### config.mk
export PLATFORM = sky130hd
export DESIGN_NAME = ip_inject_fifo
export DESIGN_NICKNAME = d
export VERILOG_FILES = /design/src/rtl/packet_pkg.sv /design/src/rtl/ip_inject_fifo.sv
export SDC_FILE = /design/constraint.sdc
export NUM_CORES = 1
export LEC_CHECK = 0
export ABC_AREA = 1
export CORE_AREA = 10 10 135 162
export DETAILED_ROUTE_END_ITERATION = 8
export DIE_AREA = 0 0 145 172
export GPL_ROUTABILITY_DRIVEN = 0
export GPL_TIMING_DRIVEN = 0
export PLACE_DENSITY = 0.82
export REMOVE_ABC_BUFFERS = 1
export SLEW_MARGIN = 15
export SYNTH_ARGS = -nofsm -noshare
export SYNTH_HDL_FRONTEND = slang
export SYNTH_SLANG_ARGS = --single-unit
### constraint.sdc
create_clock -name clk -period 3.3 [get_ports clk]
set_input_delay 0.66 -clock clk [delete_from_list [all_inputs] [get_ports clk]]
set_output_delay 0.66 -clock clk [all_outputs]
set_load 0.03 [all_outputs]
### src/rtl/packet_pkg.sv
// Packet type shared by the IP blocks, routers and the injection queues of the onoc bus.
// PACKET_W and INJ_FIFO_DEPTH let the bus top size its per-IP injection queues.
package packet_pkg;

    typedef struct packed {
        logic [3:0]  src_id;
        logic [3:0]  dst_id;
        logic [15:0] data;
    } packet_t;

    localparam int PACKET_W       = $bits(packet_t);
    localparam int INJ_FIFO_DEPTH = 8;

endpackage

### src/rtl/ip_inject_fifo.sv
// First-word-fall-through injection queue between an ip_block and its router, with a drop counter.
// Define ONOC_FIFO_STATS_EN to build the high_water occupancy register; otherwise high_water reads 0.
module ip_inject_fifo
    import packet_pkg::*;
#(
    parameter int DEPTH  = 8,
    parameter int DROP_W = 16
) (
    input  logic                       clk,
    input  logic                       rst,
    input  logic [PACKET_W-1:0]        in_data,
    input  logic                       in_valid,
    output logic                       in_ready,
    output logic [PACKET_W-1:0]        out_data,
    output logic                       out_valid,
    input  logic                       out_ready,
    output logic [$clog2(DEPTH):0]     count,
    output logic [DROP_W-1:0]          drop_count,
    output logic [$clog2(DEPTH):0]     high_water
);

    localparam int AW = $clog2(DEPTH);
    localparam int CW = AW + 1;
    localparam logic [CW-1:0] FULL_CNT = CW'(DEPTH);

    logic [PACKET_W-1:0] mem [DEPTH];
    logic [AW-1:0]       wr_ptr;
    logic [AW-1:0]       rd_ptr;
    logic [CW-1:0]       cnt_q;
    logic [CW-1:0]       cnt_d;
    logic [DROP_W-1:0]   drop_q;
    logic                push;
    logic                pop;
    logic                drop;

    // Handshake: a word moves only on a cycle where valid && ready are both high at the rising
    // edge. The generator ignores in_ready, so in_valid while full is a drop, not a stall, and
    // in_ready is a pure function of occupancy (no same-cycle pass-through when full).
    assign out_valid = (cnt_q != '0);
    assign in_ready  = (cnt_q != FULL_CNT);
    assign push      = in_valid && in_ready;
    assign pop       = out_valid && out_ready;
    assign drop      = in_valid && !in_ready;
    assign out_data  = mem[rd_ptr];

    always_comb begin
        cnt_d = cnt_q;
        if (push && !pop) begin
            cnt_d = cnt_q + CW'(1);
        end else if (pop && !push) begin
            cnt_d = cnt_q - CW'(1);
        end
    end

    // Storage is deliberately not reset; only the pointers define what is valid.
    always_ff @(posedge clk) begin
        if (push) begin
            mem[wr_ptr] <= in_data;
        end
    end

    always_ff @(posedge clk or negedge rst) begin
        if (!rst) begin
            wr_ptr <= '0;
            rd_ptr <= '0;
            cnt_q  <= '0;
            drop_q <= '0;
        end else begin
            cnt_q <= cnt_d;
            if (push) begin
                wr_ptr <= wr_ptr + AW'(1);
            end
            if (pop) begin
                rd_ptr <= rd_ptr + AW'(1);
            end
            if (drop && (drop_q != {DROP_W{1'b1}})) begin
                drop_q <= drop_q + DROP_W'(1);
            end
        end
    end

    assign count      = cnt_q;
    assign drop_count = drop_q;

`ifdef ONOC_FIFO_STATS_EN
    logic [CW-1:0] hw_q;

    // Tracks the next count so the peak includes the occupancy reached on this edge.
    always_ff @(posedge clk or negedge rst) begin
        if (!rst) begin
            hw_q <= '0;
        end else if (cnt_d > hw_q) begin
            hw_q <= cnt_d;
        end
    end

    assign high_water = hw_q;
`else
    assign high_water = '0;
`endif

endmodule
; Yosys cells after proc, flatten, opt, wreduce, memory -nomap -nowiden
; Memory sizes are Yosys's and may differ from the RTL's.
; Index checks and enable logic that the tools add are counted.
[word_totals]
mem_count = 1
ff_bits = 26
output_inout_bits = 50
elab_cells = 27
in_bits = 28
mem_bits_rw = 192
[memory_table]
columns = name, words, width, read_ports, rd_ports_with_merged_regs, write_ports, line
row1 = mem, 8, 24, 1, 0, 1, ip_inject_fifo.sv:26  ; logic [PACKET_W-1:0] mem [DEPTH];
[op_classes]
n_eq_ne = 2
muxes = 4
reduce_logical = 11
add_sub_neg = 5
[ops]
columns = operator, n
row1 = $add A16 B1 Y16 const B, 1
row2 = $ne A16 B16 Y1 const B, 1
row3 = $mux W4, 2
row4 = $add A3 B1 Y3 const B, 2
row5 = $logic_and A1 B1 Y1, 6
row6 = $add A4 B1 Y4 const B, 1
row7 = $ne A4 B4 Y1 const B, 1
row8 = $reduce_bool A4 Y1, 1
row9 = $sub A4 B1 Y4 const B, 1
row10 = $logic_not A1 Y1, 3
row11 = $mux W1, 2
row12 = $reduce_bool A2 Y1, 1

; Logic depth before layout (Yosys ltp)
; Gate-level depths: netlist of run 1.
[logic_depth]
word_depth = 6
depth_mapped = 13
mapped_depth_nobuf = 13

; Worst setup path before layout of run 1
; OpenSTA, ideal clock, no wires.
[synth_timing]
kind = register to register
start = register cnt_q[2], in the netlist count[2]
end = memory mem[0][0] (netlist name) (enable)
required_time_ps = 2895
path_buffers = 0
setup_ps = 405
arrival_ps = 2459
period_less_slack_ps = 2864
stages_incl_launch_ff = 6
setup_slack_ps = 436
path_cell_list = dfrtp_1 > inv_1 > nand3_1 > nand2_1 > or2_1 > nor2_1
[synth_between]
elab_chain_cells = 4
[synth_lines]
columns = element, line
row1 = "start, declared", ip_inject_fifo.sv:29  ; logic [CW-1:0] cnt_q;
row2 = "start signal, assigned", ip_inject_fifo.sv:69  ; cnt_q <= cnt_d;
row3 = $ne A4 B4 Y1, ip_inject_fifo.sv:40  ; assign in_ready = (cnt_q != FULL_CNT);
row4 = via in_ready, ip_inject_fifo.sv:13  ; output logic in_ready,
row5 = $logic_and A1 B1 Y1, ip_inject_fifo.sv:41  ; assign push = in_valid && in_ready;
row6 = $mux W1, ip_inject_fifo.sv:57  ; if (push) begin
row7 = $mux W1 (implied by the code), ip_inject_fifo.sv:58  ; mem[wr_ptr] <= in_data;
row8 = "end, declared", ip_inject_fifo.sv:26
; The timed path passes the listed nets, and every way through them passes these cells.

; Final worst setup path of run 1
[layout_timing]
start = register rd_ptr[0]
end = output port out_data[1]
[layout_between]
elab_chain_cells = 1
[layout_lines]
columns = element, line
row1 = "start, declared", ip_inject_fifo.sv:28  ; logic [AW-1:0] rd_ptr;
row2 = "start signal, assigned", ip_inject_fifo.sv:74  ; rd_ptr <= rd_ptr + AW'(1);
row3 = $mem_v2 Z8 W24, -
row4 = "end, declared", ip_inject_fifo.sv:14  ; output logic [PACKET_W-1:0] out_data,
; Every way passes these cells.

==> qor.csv, run 1 <==
stage,metric,value,unit
worst_setup_path,WP data arrival,2.40,ns
grt,GR Layer Usage met2,26.54,%
yosys,share of the synthesized area in the top cell type,62.55,%
grt,global-route wire length before repair,30260,um
floorplan,chip width,145,um
min_path,Hold Path Class,input port to asynchronous set/reset pin,
yosys,sequential area share after synthesis,69.61,%
worst_setup_path,r2r startpoint,count[0]$_DFFE_PN0P_,
worst_setup_path,"critical path fanouts, max",39,
clock_network,CTS tree,done,
worst_setup_path,CP top delay family,buffers and inverters,
yosys,Synthesis Warnings,0,
routing,Pre-antenna DRT Iters,5,
clock_network,CTS root buffer,clkbuf_16,
sta,Final period util,92.85,%
clock_network,Num CTS Buffers,22,
worst_setup_path,R2R cell count,7,
floorplan,initial core utilization,49.43,%
place,hpwl dp,10900,um
sta,final hold violation count,0,
clock_network,hold_buf cts,0,
grt,vias in the first global route,5921,
routing,Via Count,6016,
routing,remaining antenna violation count,0,
clock_network,H-tree Lvls,1,
grt,initial antenna violation count,0,
floorplan,floorplan core area,18650,um2
worst_setup_path,RR Endpoint,mem[3][8]$_DFFE_PP_,
final_layout,area grow syn2layout,20.50,%
grt,GRT Overall Usage,15.20,%
yosys,count of cell types in the netlist,35,
status,outcome,"complete, no violations",
sta,RSZ-0062 raised after global routing,no,
grt,"Most Used Layer, Global Route",met2,
clock_network,Max Buffers Root-to-Sink,3,
grt,met1 global-route usage,17.40,%
sta,total negative setup slack,0,ns
sta,endpoints failing setup,0,
grt,largest net degree at the start of global routing,77,
worst_setup_path,CP Capture Type,output pin,
pwr,power density cells,933.6,nW/um2
routing,DRC Markers,0,
sta,max-slew violations,0,
floorplan,row cnt,55,
clock_network,clk_lat worst skew,0.49,ns
sta,clk_skew,0.005744,ns
place,Port Buffers,73,
final_layout,"commonest non-fill, non-tap cells in the layout","192 x edfxtp_1, 157 x nor2_1, 141 x nand2_1",
routing,drt total wl,19450,um
worst_setup_path,Startpoint Class,register,
routing,starting DRC count in detailed routing,399,
final_layout,share of post-route cells with drive strength above 1,9.449,%
worst_setup_path,CP max stage delay,0.55,ns
floorplan,Chip Height,172,um
pwr,maximum vdd drop,394.2,uV
yosys,average cell area after synthesis,11.49,um2
sta,"Min Clock Period, post-route",3.064,ns
final_layout,final net count,908,
worst_setup_path,CP Cell Sequence,"bufbuf_16, nor2_1, nor2_1, o21ai_1, o21ai_1, nand2_1, nand2_1, dlygate4sd2_1",
yosys,Mapped Cells,802,
clock_network,clock slew at reported path FFs,0.06,ns
floorplan,I/O pin count,78,
worst_setup_path,required time of the critical path,2.64,ns
worst_setup_path,crit path buf inv count,2,
worst_setup_path,R2R setup slack,1.11,ns
sta,Slew @ Worst Pin,0.6161,ns
yosys,cell taking the most area after synthesis,edfxtp_1,
yosys,Seq cells post-synth,218,
yosys,ranking of synthesized cells by area,"edfxtp_1 63%, dfrtp_1 7.1%, nor2_1 6.7%",
yosys,Mapped Area,9218,um2
floorplan,die footprint,24940,um2
pwr,P_leak,4.011,nW
worst_setup_path,CP max stage cell,dfrtp_4,
sta,Slew headroom,58.93,%
final_layout,"most common cell after layout, fill and taps aside",edfxtp_1,
grt,grt ovf,0,
sta,fmax,326.4,MHz
routing,via/cell ratio,5.254,
final_layout,diodes inserted,0,
job,max-cap violations,0,
grt,GR met3 Demand/Resource,3.922,%
worst_setup_path,Worst path depth,8,
clock_network,Sink Count,218,
pwr,total power draw,0.01037,W
worst_setup_path,crit path kind,register to output pin,
routing,WL/cell,16.99,um
## through the flow
| stage | utilization (%) | area (um2) | hold WS [ns] | setup WS, ns | instances |
|---|---|---|---|---|---|
| after floorplan | - | 8986 | 0.3644 | -0.2309 | 763 |
| after global placement | 53.82 | 10040 | 0.5131 | -2.256 | 1092 |
| after detailed placement | 55.55 | 10360 | 0.5317 | -0.9188 | 1102 |
| after CTS | 59.42 | 11080 | 0.2021 | 0.01446 | 1144 |
| after global routing | 59.56 | 11110 | 0.2176 | 0.06497 | 1145 |
| final | 59.56 | 11110 | 0.1765 | 0.2359 | 1145 |
## synth_stat cells, drive strengths merged
cell and n:
nor3 1, or2 1, dfrtp 26, nor2 173, edfxtp 192, nand3 11, buf 28, clkbuf 14
o21ai 157, nand4 7, ha 6, nand2 148, clkinv 1, o21bai 1, inv 20, fa 1
mux2 1, conb 1, xnor2 6, xor2 7
## how the worst max path moves through the flow
| stage | startpoint | end | slack [ns] |
|---|---|---|---|
| finish | rd_ptr[0]$_DFFE_PN0P_ | out_data[1] | 0.24 |
| global placement | rd_ptr[0]$_DFFE_PN0P_ | out_data[9] | -2.26 |
| floorplan | rd_ptr[0]$_DFFE_PN0P_ | out_data[0] | -0.23 |
| CTS | rd_ptr[0]$_DFFE_PN0P_ | out_data[0] | 0.01 |
| global route | rd_ptr[0]$_DFFE_PN0P_ | out_data[1] | 0.06 |
| detailed placement | rd_ptr[2]$_DFFE_PN0P_ | out_data[9] | -0.92 |
## flip-flops by register name (all words and copies together) (netlist names)
| name | cells |
|---|---|
| count | 4 |
| drop_count | 16 |
| mem | 192 |
| rd_ptr | 3 |
| wr_ptr | 3 |
## cell families after synthesis
kind of cell    count (synthesis)  share of synthesized area [%]
compound gates                158                          8.972
xor+xnor                       13                          1.235
fa+ha+maj                       7                          1.032
buf+inv                        63                          3.516
flops                         218                          69.61
mux                             1                         0.1222
other cells                     1                        0.04068
simple gates                  341                          15.47
## repair_timing
| action | in CTS | in global routing |
|---|---|---|
| buffers inserted | 0 | 1 |
| gates resized for setup | 27 | 7 |
| setup endpoints to repair | 24 | 8 |
| cloned | 2 | 0 |
## metal layers
metal / vias up / share of wire [%]
met5: - / 0
li1: 2906 / -
met2: 225 / 50
met4: 0 / 2.6
met3: 43 / 8.0
met1: 2842 / 40
## where the power goes
part           leakage (nW)  switching (W)  internal (W)  total [W]
Sequential             2.07       0.000372       0.00350    0.00387
Clock                 0.331       0.000973       0.00131    0.00228
Combinational          1.61        0.00276       0.00145    0.00422
Total                  4.01        0.00410       0.00626     0.0104
## layout make-up
cell class | count | area, um2
multi-input combinational | 524 | 2549
timing repair inverter | 1 | 16.27
clock inverter | 14 | 106.4
fill | 1406 | 7542
sequential | 218 | 6427
timing repair buffer | 85 | 1022
inverter | 21 | 100.1
tap | 256 | 320.3
clock buffer | 26 | 565.5
Power figures use the tool's default switching activity.
==> run 2, diff against run 1 <==
- ABC_AREA: 1 -> not set
- CORE_AREA: 10 10 135 162 -> 10 10 132 158
- DIE_AREA: 0 0 145 172 -> 0 0 142 168
==> run 2 against run 1 <==
Cell area down 3.4%; count of clock-buffer cells in the layout is 3 higher; synthesized cell count fell by 48%; critical endpoint is now out_data[22]; largest cell class unchanged.
==> qor.csv, run 2 <==
stage,metric,value,unit,change
yosys,post-synthesis xor/xnor area fraction,1.817,%,+0.58 points
worst_setup_path,required time of the critical path,2.64,ns,about the same
yosys,mux share of post-synthesis cell area,16.58,%,+16 points
worst_setup_path,"critical path fanouts, max",9,,-77%
routing,starting DRC count in detailed routing,304,,-24%
sta,Final period util,93.21,%,+0.36 points
worst_setup_path,CP max stage delay,0.55,ns,about the same
yosys,Mapped Cells,416,,-48%
floorplan,chip width,142,um,-2.1%
worst_setup_path,WP data arrival,2.42,ns,+0.02 ns
worst_setup_path,CP Cell Sequence,"buf_4, mux4_2, mux2_2, dlygate4sd2_1",,
grt,grt ovf,0,,unchanged
grt,largest net degree at the start of global routing,27,,-65%
pwr,maximum vdd drop,600.3,uV,+52%
yosys,sequential area share after synthesis,73.93,%,+4.3 points
worst_setup_path,Startpoint Class,register,,
yosys,Synth Area in Compound Gates,1.067,%,-7.9 points
routing,via/cell ratio,5.623,,+7.0%
yosys,count of cell types in the netlist,44,,+26%
yosys,largest family of logic cells by synthesized area,multiplexers,,
floorplan,floorplan core area,17840,um2,-4.4%
pwr,total power draw,0.009599,W,-7.4%
routing,remaining antenna violation count,0,,unchanged
yosys,"EDFF count, synth",192,,unchanged
place,Placed Instances,710,,-36%
sta,Slew @ Worst Pin,0.7814,ns,+0.1653 ns
yosys,ranking of synthesized cells by area,"edfxtp_1 66%, mux4_2 12%, dfrtp_1 7.5%",,
yosys,Mapped Area,8678,um2,-5.9%
floorplan,Chip Height,168,um,-2.3%
floorplan,initial core utilization,48.65,%,-0.77 points
worst_setup_path,CP max stage cell,mux4_2,,
place,Port Buffers,73,,unchanged
yosys,Seq cells post-synth,218,,unchanged
yosys,prevailing post-synth register cell,edfxtp_1,,
final_layout,share of post-route cells with drive strength above 1,28.49,%,+19 points
floorplan,row cnt,54,,-1.8%
sta,Slew headroom,47.91,%,-11 points
min_path,Hold Path Class,input port to asynchronous set/reset pin,,
pwr,power density cells,894.9,nW/um2,-4.1%
yosys,Post-Synth Simple-Gate Area,4.022,%,-11 points
clock_network,clock slew at reported path FFs,0.06,ns,about the same
yosys,Synthesis Warnings,0,,unchanged
routing,Via Count,4245,,-29%
clock_network,Sink Count,218,,unchanged
yosys,ys async rst share,11.93,%,unchanged
routing,DRC Markers,0,,unchanged
clock_network,Num CTS Buffers,22,,unchanged
routing,drt total wl,16930,um,-13%
place,dpl cell area,9913,um2,-4.3%
sta,fmax,325.1,MHz,-0.39%
place,DP Worst Slack,0.02895,ns,+0.9477 ns
final_layout,fin cells,755,,-34%
sta,fin worst setup slack,0.2239,ns,-0.01194 ns
final_layout,final instance area,10730,um2,-3.4%
place,hpwl dp,10510,um,-3.6%
final_layout,Top reg by flops,mem,,
floorplan,I/O pin count,78,,unchanged
routing,Pre-antenna DRT Iters,4,,-1
yosys,average cell area after synthesis,20.86,um2,+82%
clock_network,H-tree Lvls,1,,unchanged
clock_network,Max Buffers Root-to-Sink,3,,unchanged
final_layout,"commonest non-fill, non-tap cells in the layout","192 x edfxtp_1, 48 x mux4_2, 48 x clkdlybuf4s50_1",,
final_layout,max FFs per register,192,,unchanged
sta,"Min Clock Period, post-route",3.076,ns,+0.01194 ns
floorplan,die footprint,23860,um2,-4.3%
yosys,commonest cells in the netlist,"192 x edfxtp_1, 48 x mux4_2, 29 x mux2_2",,
final_layout,area grow syn2layout,23.59,%,
clock_network,CTS tree,done,,
sta,clk_skew,0.01495,ns,+0.009202 ns
yosys,most frequent cell after synthesis,edfxtp_1,,
worst_setup_path,CP top delay family,multiplexers,,
worst_setup_path,crit path buf inv count,2,,unchanged
clock_network,hold_buf cts,0,,unchanged
grt,vias in the first global route,4768,,-19%
grt,global-route wire length before repair,26780,um,-11%
routing,WL/cell,22.42,um,+32%
final_layout,"most common cell after layout, fill and taps aside",edfxtp_1,,
sta,max-slew violations,0,,unchanged
worst_setup_path,crit path kind,register to output pin,,
sta,RSZ-0062 raised after global routing,no,,
job,max-cap violations,0,,unchanged
yosys,share of the synthesized area in the top cell type,66.44,%,+3.9 points
yosys,Synth Area in Adders,1.096,%,+0.064 points
grt,initial antenna violation count,0,,unchanged
worst_setup_path,CP Capture Type,output pin,,
grt,GRT Overall Usage,14.36,%,-0.84 points
sta,final hold violation count,0,,unchanged
yosys,cell taking the most area after synthesis,edfxtp_1,,
clock_network,CTS root buffer,clkbuf_16,,
clock_network,clk_lat worst skew,0.50,ns,about the same
sta,endpoints failing setup,0,,unchanged
status,outcome,"complete, no violations",,
pwr,P_leak,3.783,nW,-5.7%
final_layout,final net count,550,,-39%
==> run 2: area by class of cell <==
| class | count | area (um2) |
|---|---|---|
| clock inverter | 10 | 101.3 |
| timing repair buffer | 92 | 1086 |
| sequential | 218 | 6425 |
| multi-input combinational | 176 | 2203 |
| tap | 224 | 280.3 |
| fill | 1277 | 7112 |
| clock buffer | 29 | 608.1 |
| antenna | 1 | 2.502 |
| inverter | 5 | 18.77 |
==> run 2: metal layers <==
layer / GRT usage [%] / routed length, um / vias to the layer above
met3: 3.349 / 944 / 22
met5: 0 / 0 / -
li1: - / - / 1892
met4: 3.872 / 274 / 0
met1: 17.05 / 6702 / 2201
met2: 25.40 / 9004 / 130
==> run 2: what timing repair did <==
action | CTS | global route
endpoints found under the setup margin | 24 | 19
resized for setup | 6 | 19
endpoints found under the hold margin | 0 | 0
buffers inserted | 5 | 0
==> run 2: logic make-up (layout without fill, tap and decap cells) <==
| logic type | Yosys count | after routing |
|---|---|---|
| AOI/OAI and AO/OA | 13 | 13 |
| xor gates and xnor gates | 18 | 18 |
| adders and majority gates | 7 | 7 |
| buffers and inverters | 25 | 136 |
| DFF | 218 | 218 |
| muxes | 80 | 80 |
| other | 1 | 5 |
| and+or+nand+nor | 54 | 54 |
==> run 2: worst paths after layout <==
path | start | endpoint | slack [ns] | cells after the start
min in group clk | drop_count[5]$_DFFE_PN0P_ | drop_count[5]$_DFFE_PN0P_ | 0.50 | 1
max reg2reg | count[0]$_DFFE_PN0P_ | count[3]$_DFFE_PN0P_ | 0.47 | 9
max | rd_ptr[0]$_DFFE_PN0P_ | out_data[22] | 0.22 | 4
min reg2reg | drop_count[5]$_DFFE_PN0P_ | drop_count[5]$_DFFE_PN0P_ | 0.50 | 1
min | rst | drop_count[4]$_DFFE_PN0P_ | 0.16 | 1
max in group asynchronous | rst | rd_ptr[0]$_DFFE_PN0P_ | 2.71 | 1
==> run 2: power breakdown <==
group | total (W) | switching [W] | internal (W)
clock network | 0.00241 | 0.000962 | 0.00145
logic | 0.00341 | 0.00175 | 0.00166
registers | 0.00378 | 0.000314 | 0.00347
==> run 2: stage by stage <==
stage          utilization (%)  hold slack, ns  TNS, ns
6_report                 60.13          0.1585        0
5_1_grt                  60.11          0.2046        0
3_3_place_gp             53.79          0.4816  -312.32
2_1_floorplan                -          0.3644   -13.66
3_5_place_dp             55.58          0.4906        0
4_1_cts                  59.88          0.5006        0
==> run 3, diff against run 2 <==
- GPL_TIMING_DRIVEN: 0 -> not set
==> run 3 against run 2 <==
Non-clock buffer count up 5; sequential share of layout area up 0.89 points; worst hold slack better by 0.32 ns; fmax down 4.3%; die area unchanged; largest cell class unchanged; global-route usage up 0.86 points; critical path depth unchanged; flip-flop and latch count unchanged; largest power group unchanged; core utilization down 0.89 points.
==> qor.csv, run 3 (same netlist as run 2, synthesis figures left out) <==
stage,metric,value,unit,change
final_layout,"commonest non-fill, non-tap cells in the layout","192 x edfxtp_1, 59 x clkdlybuf4s50_1, 48 x mux4_2",,
worst_setup_path,R2R cell count,10,,+1
pwr,maximum vdd drop,496.6,uV,-17%
routing,Via Count,4273,,+0.66%
floorplan,die footprint,23860,um2,unchanged
sta,"Min Clock Period, post-route",3.216,ns,+0.1397 ns
final_layout,Top reg by flops,mem,,
grt,vias in the first global route,4714,,-1.1%
worst_setup_path,Startpoint Class,register,,
sta,fmax,311.0,MHz,-4.3%
grt,largest net degree at the start of global routing,27,,unchanged
grt,grt ovf,0,,unchanged
worst_setup_path,RR Endpoint,count[3]$_DFFE_PN0P_,,
grt,global-route wire length before repair,28310,um,+5.7%
final_layout,"most common cell after layout, fill and taps aside",edfxtp_1,,
final_layout,layout filler cell count,1267,,-0.78%
clock_network,Sink Count,218,,unchanged
worst_setup_path,required time of the critical path,2.64,ns,about the same
floorplan,floorplan core area,17840,um2,unchanged
min_path,WHS Path Cells,1,,
place,dpl cell area,9834,um2,-0.80%
final_layout,area grow syn2layout,21.76,%,
pwr,logic gate share of total power,35.7,%,+0.2 points
routing,WL/cell,23.81,um,+6.2%
pwr,cell internal pwr,0.006553,W,-0.34%
place,hpwl dp,10410,um,-0.91%
worst_setup_path,crit path kind,register to output pin,,
pwr,total power draw,0.009596,W,about the same
routing,DRC Markers,0,,unchanged
floorplan,initial core utilization,48.65,%,unchanged
grt,GRT Overall Usage,15.22,%,+0.86 points
sta,Slew @ Worst Pin,0.6834,ns,-0.09797 ns
clock_network,CTS tree,done,,
clock_network,CTS root buffer,clkbuf_16,,
pwr,P_leak,3.663,nW,-3.2%
sta,Hold WS,0.4766,ns,+0.3182 ns
worst_setup_path,CP max stage cell,clkdlybuf4s50_1,,
sta,Final period util,97.45,%,+4.2 points
sta,max-slew violations,0,,unchanged
routing,via/cell ratio,5.645,,+0.39%
floorplan,Chip Height,168,um,unchanged
sta,final hold violation count,0,,unchanged
floorplan,chip width,142,um,unchanged
sta,endpoints failing setup,0,,unchanged
job,max-cap violations,0,,unchanged
min_path,HP Start,rd_ptr[2]$_DFFE_PN0P_,,
floorplan,I/O pin count,78,,unchanged
grt,initial antenna violation count,1,,+1
routing,drt total wl,18020,um,+6.5%
sta,RSZ-0062 raised after global routing,no,,
clock_network,clk_lat worst skew,0.48,ns,-0.02 ns
status,outcome,"complete, no violations",,
clock_network,clock slew at reported path FFs,0.07,ns,about the same
worst_setup_path,CP Capture Type,output pin,,
pwr,Flop pwr share,38.7,%,-0.7 points
worst_setup_path,r2r startpoint,count[0]$_DFFE_PN0P_,,
clock_network,Max Buffers Root-to-Sink,3,,unchanged
final_layout,final instance area,10570,um2,-1.5%
min_path,Hold Path Class,register to register,,
final_layout,fin util,59.24,%,-0.89 points
pwr,part of the power in the clock network,25.6,%,+0.5 points
final_layout,share of post-route cells with drive strength above 1,29.70,%,+1.2 points
place,Placed Instances,719,,+1.3%
final_layout,final net count,554,,+0.73%
routing,starting DRC count in detailed routing,409,,+35%
clock_network,Num CTS Buffers,21,,-4.5%
routing,remaining antenna violation count,0,,unchanged
worst_setup_path,CP Cell Sequence,"buf_12, mux4_2, mux2_2, clkdlybuf4s50_1",,
worst_setup_path,WP data arrival,2.56,ns,+0.14 ns
floorplan,row cnt,54,,unchanged
final_layout,max FFs per register,192,,unchanged
place,Port Buffers,73,,unchanged
pwr,power density cells,908.2,nW/um2,+1.5%
clock_network,H-tree Lvls,1,,unchanged
pwr,Sw Pwr,0.003043,W,+0.67%
worst_setup_path,CP max stage delay,0.60,ns,+0.05 ns
final_layout,fin cells,757,,+0.26%
routing,Pre-antenna DRT Iters,4,,unchanged
sta,Slew headroom,54.29,%,+6.4 points
pwr,Switching Share,31.71,%,+0.22 points
worst_setup_path,"critical path fanouts, max",18,,+9
worst_setup_path,R2R setup slack,0.80,ns,+0.33 ns
min_path,Hold Path End,rd_ptr[2]$_DFFE_PN0P_,,
sta,clk_skew,0.01639,ns,+0.001446 ns
run 3: changes by cell type in the layout (fill, tap and decap cells not counted), sizes merged:
cell / delta
dlygate4sd2: +2
dlymetal6s2s: -12
buf: +4
clkbuf: -6
clkdlybuf4s50: +11
clkinvlp: +1
bufinv: +2
run 3: critical path: cells and delay by family (launching register included):
kind | cells | cell delay, ns
mux | 2 | 0.81
buf+inv | 2 | 0.80
flops | 1 | 0.45
run 3: layer usage:
metal  share of wire (%)  vias up  wire, um  track usage (%)
li1                    -     1888         -                -
met4                 1.5        0       274            3.605
met2                  52      157      9430            25.96
met5                   0        -         0                0
met3                 8.0       24      1437            3.743
met1                  38     2204      6881            19.04
run 3: power by group through the flow:
stage	Combinational (W)	Sequential [W]	Clock (W)
after CTS	0.00351	0.00372	0.00250
after global placement	0.00340	0.00374	0
after global routing	0.00366	0.00376	0.00260
after floorplan	0.00196	0.00398	0
final	0.00343	0.00372	0.00245
after detailed placement	0.00346	0.00378	0
run 3: worst max path at each step:
stage	cells after the start	start	slack, ns	endpoint
after floorplan	2	rd_ptr[0]$_DFFE_PN0P_	-0.37	out_data[0]
after global placement	4	rd_ptr[1]$_DFFE_PN0P_	0.41	out_data[18]
after detailed placement	4	rd_ptr[1]$_DFFE_PN0P_	0.37	out_data[16]
after CTS	4	rd_ptr[0]$_DFFE_PN0P_	0.02	out_data[2]
after global routing	4	rd_ptr[0]$_DFFE_PN0P_	0.0004	out_data[11]
final	4	rd_ptr[0]$_DFFE_PN0P_	0.08	out_data[11]
run 3: what timing repair did:
| item | 4_1_cts | 5_1_grt |
|---|---|---|
| resized for setup | 8 | 7 |
| hold buffers | 0 | 0 |
| pin swaps | 0 | 0 |
| setup endpoints to repair | 16 | 7 |
| setup buffers | 1 | 0 |
run 3: through the flow:
stage               setup TNS (ns)  setup slack [ns]
floorplan                   -13.66           -0.3697
global placement                 0            0.4129
detailed placement               0            0.3710
CTS                              0           0.01752
global route                     0         0.0004301
finish                           0           0.08429
run 3: final cells by class:
cell class                 count  area [um2]  share of cell area [%]
clock inverter                13       173.9                   1.646
multi-input combinational    176        2173                   20.57
tap                          224       280.3                   2.652
clock buffer                  23       533.0                   5.044
inverter                       5       18.77                  0.1776
sequential                   218        6424                   60.79
timing repair buffer          97       960.9                   9.094
antenna                        1       2.502                 0.02368
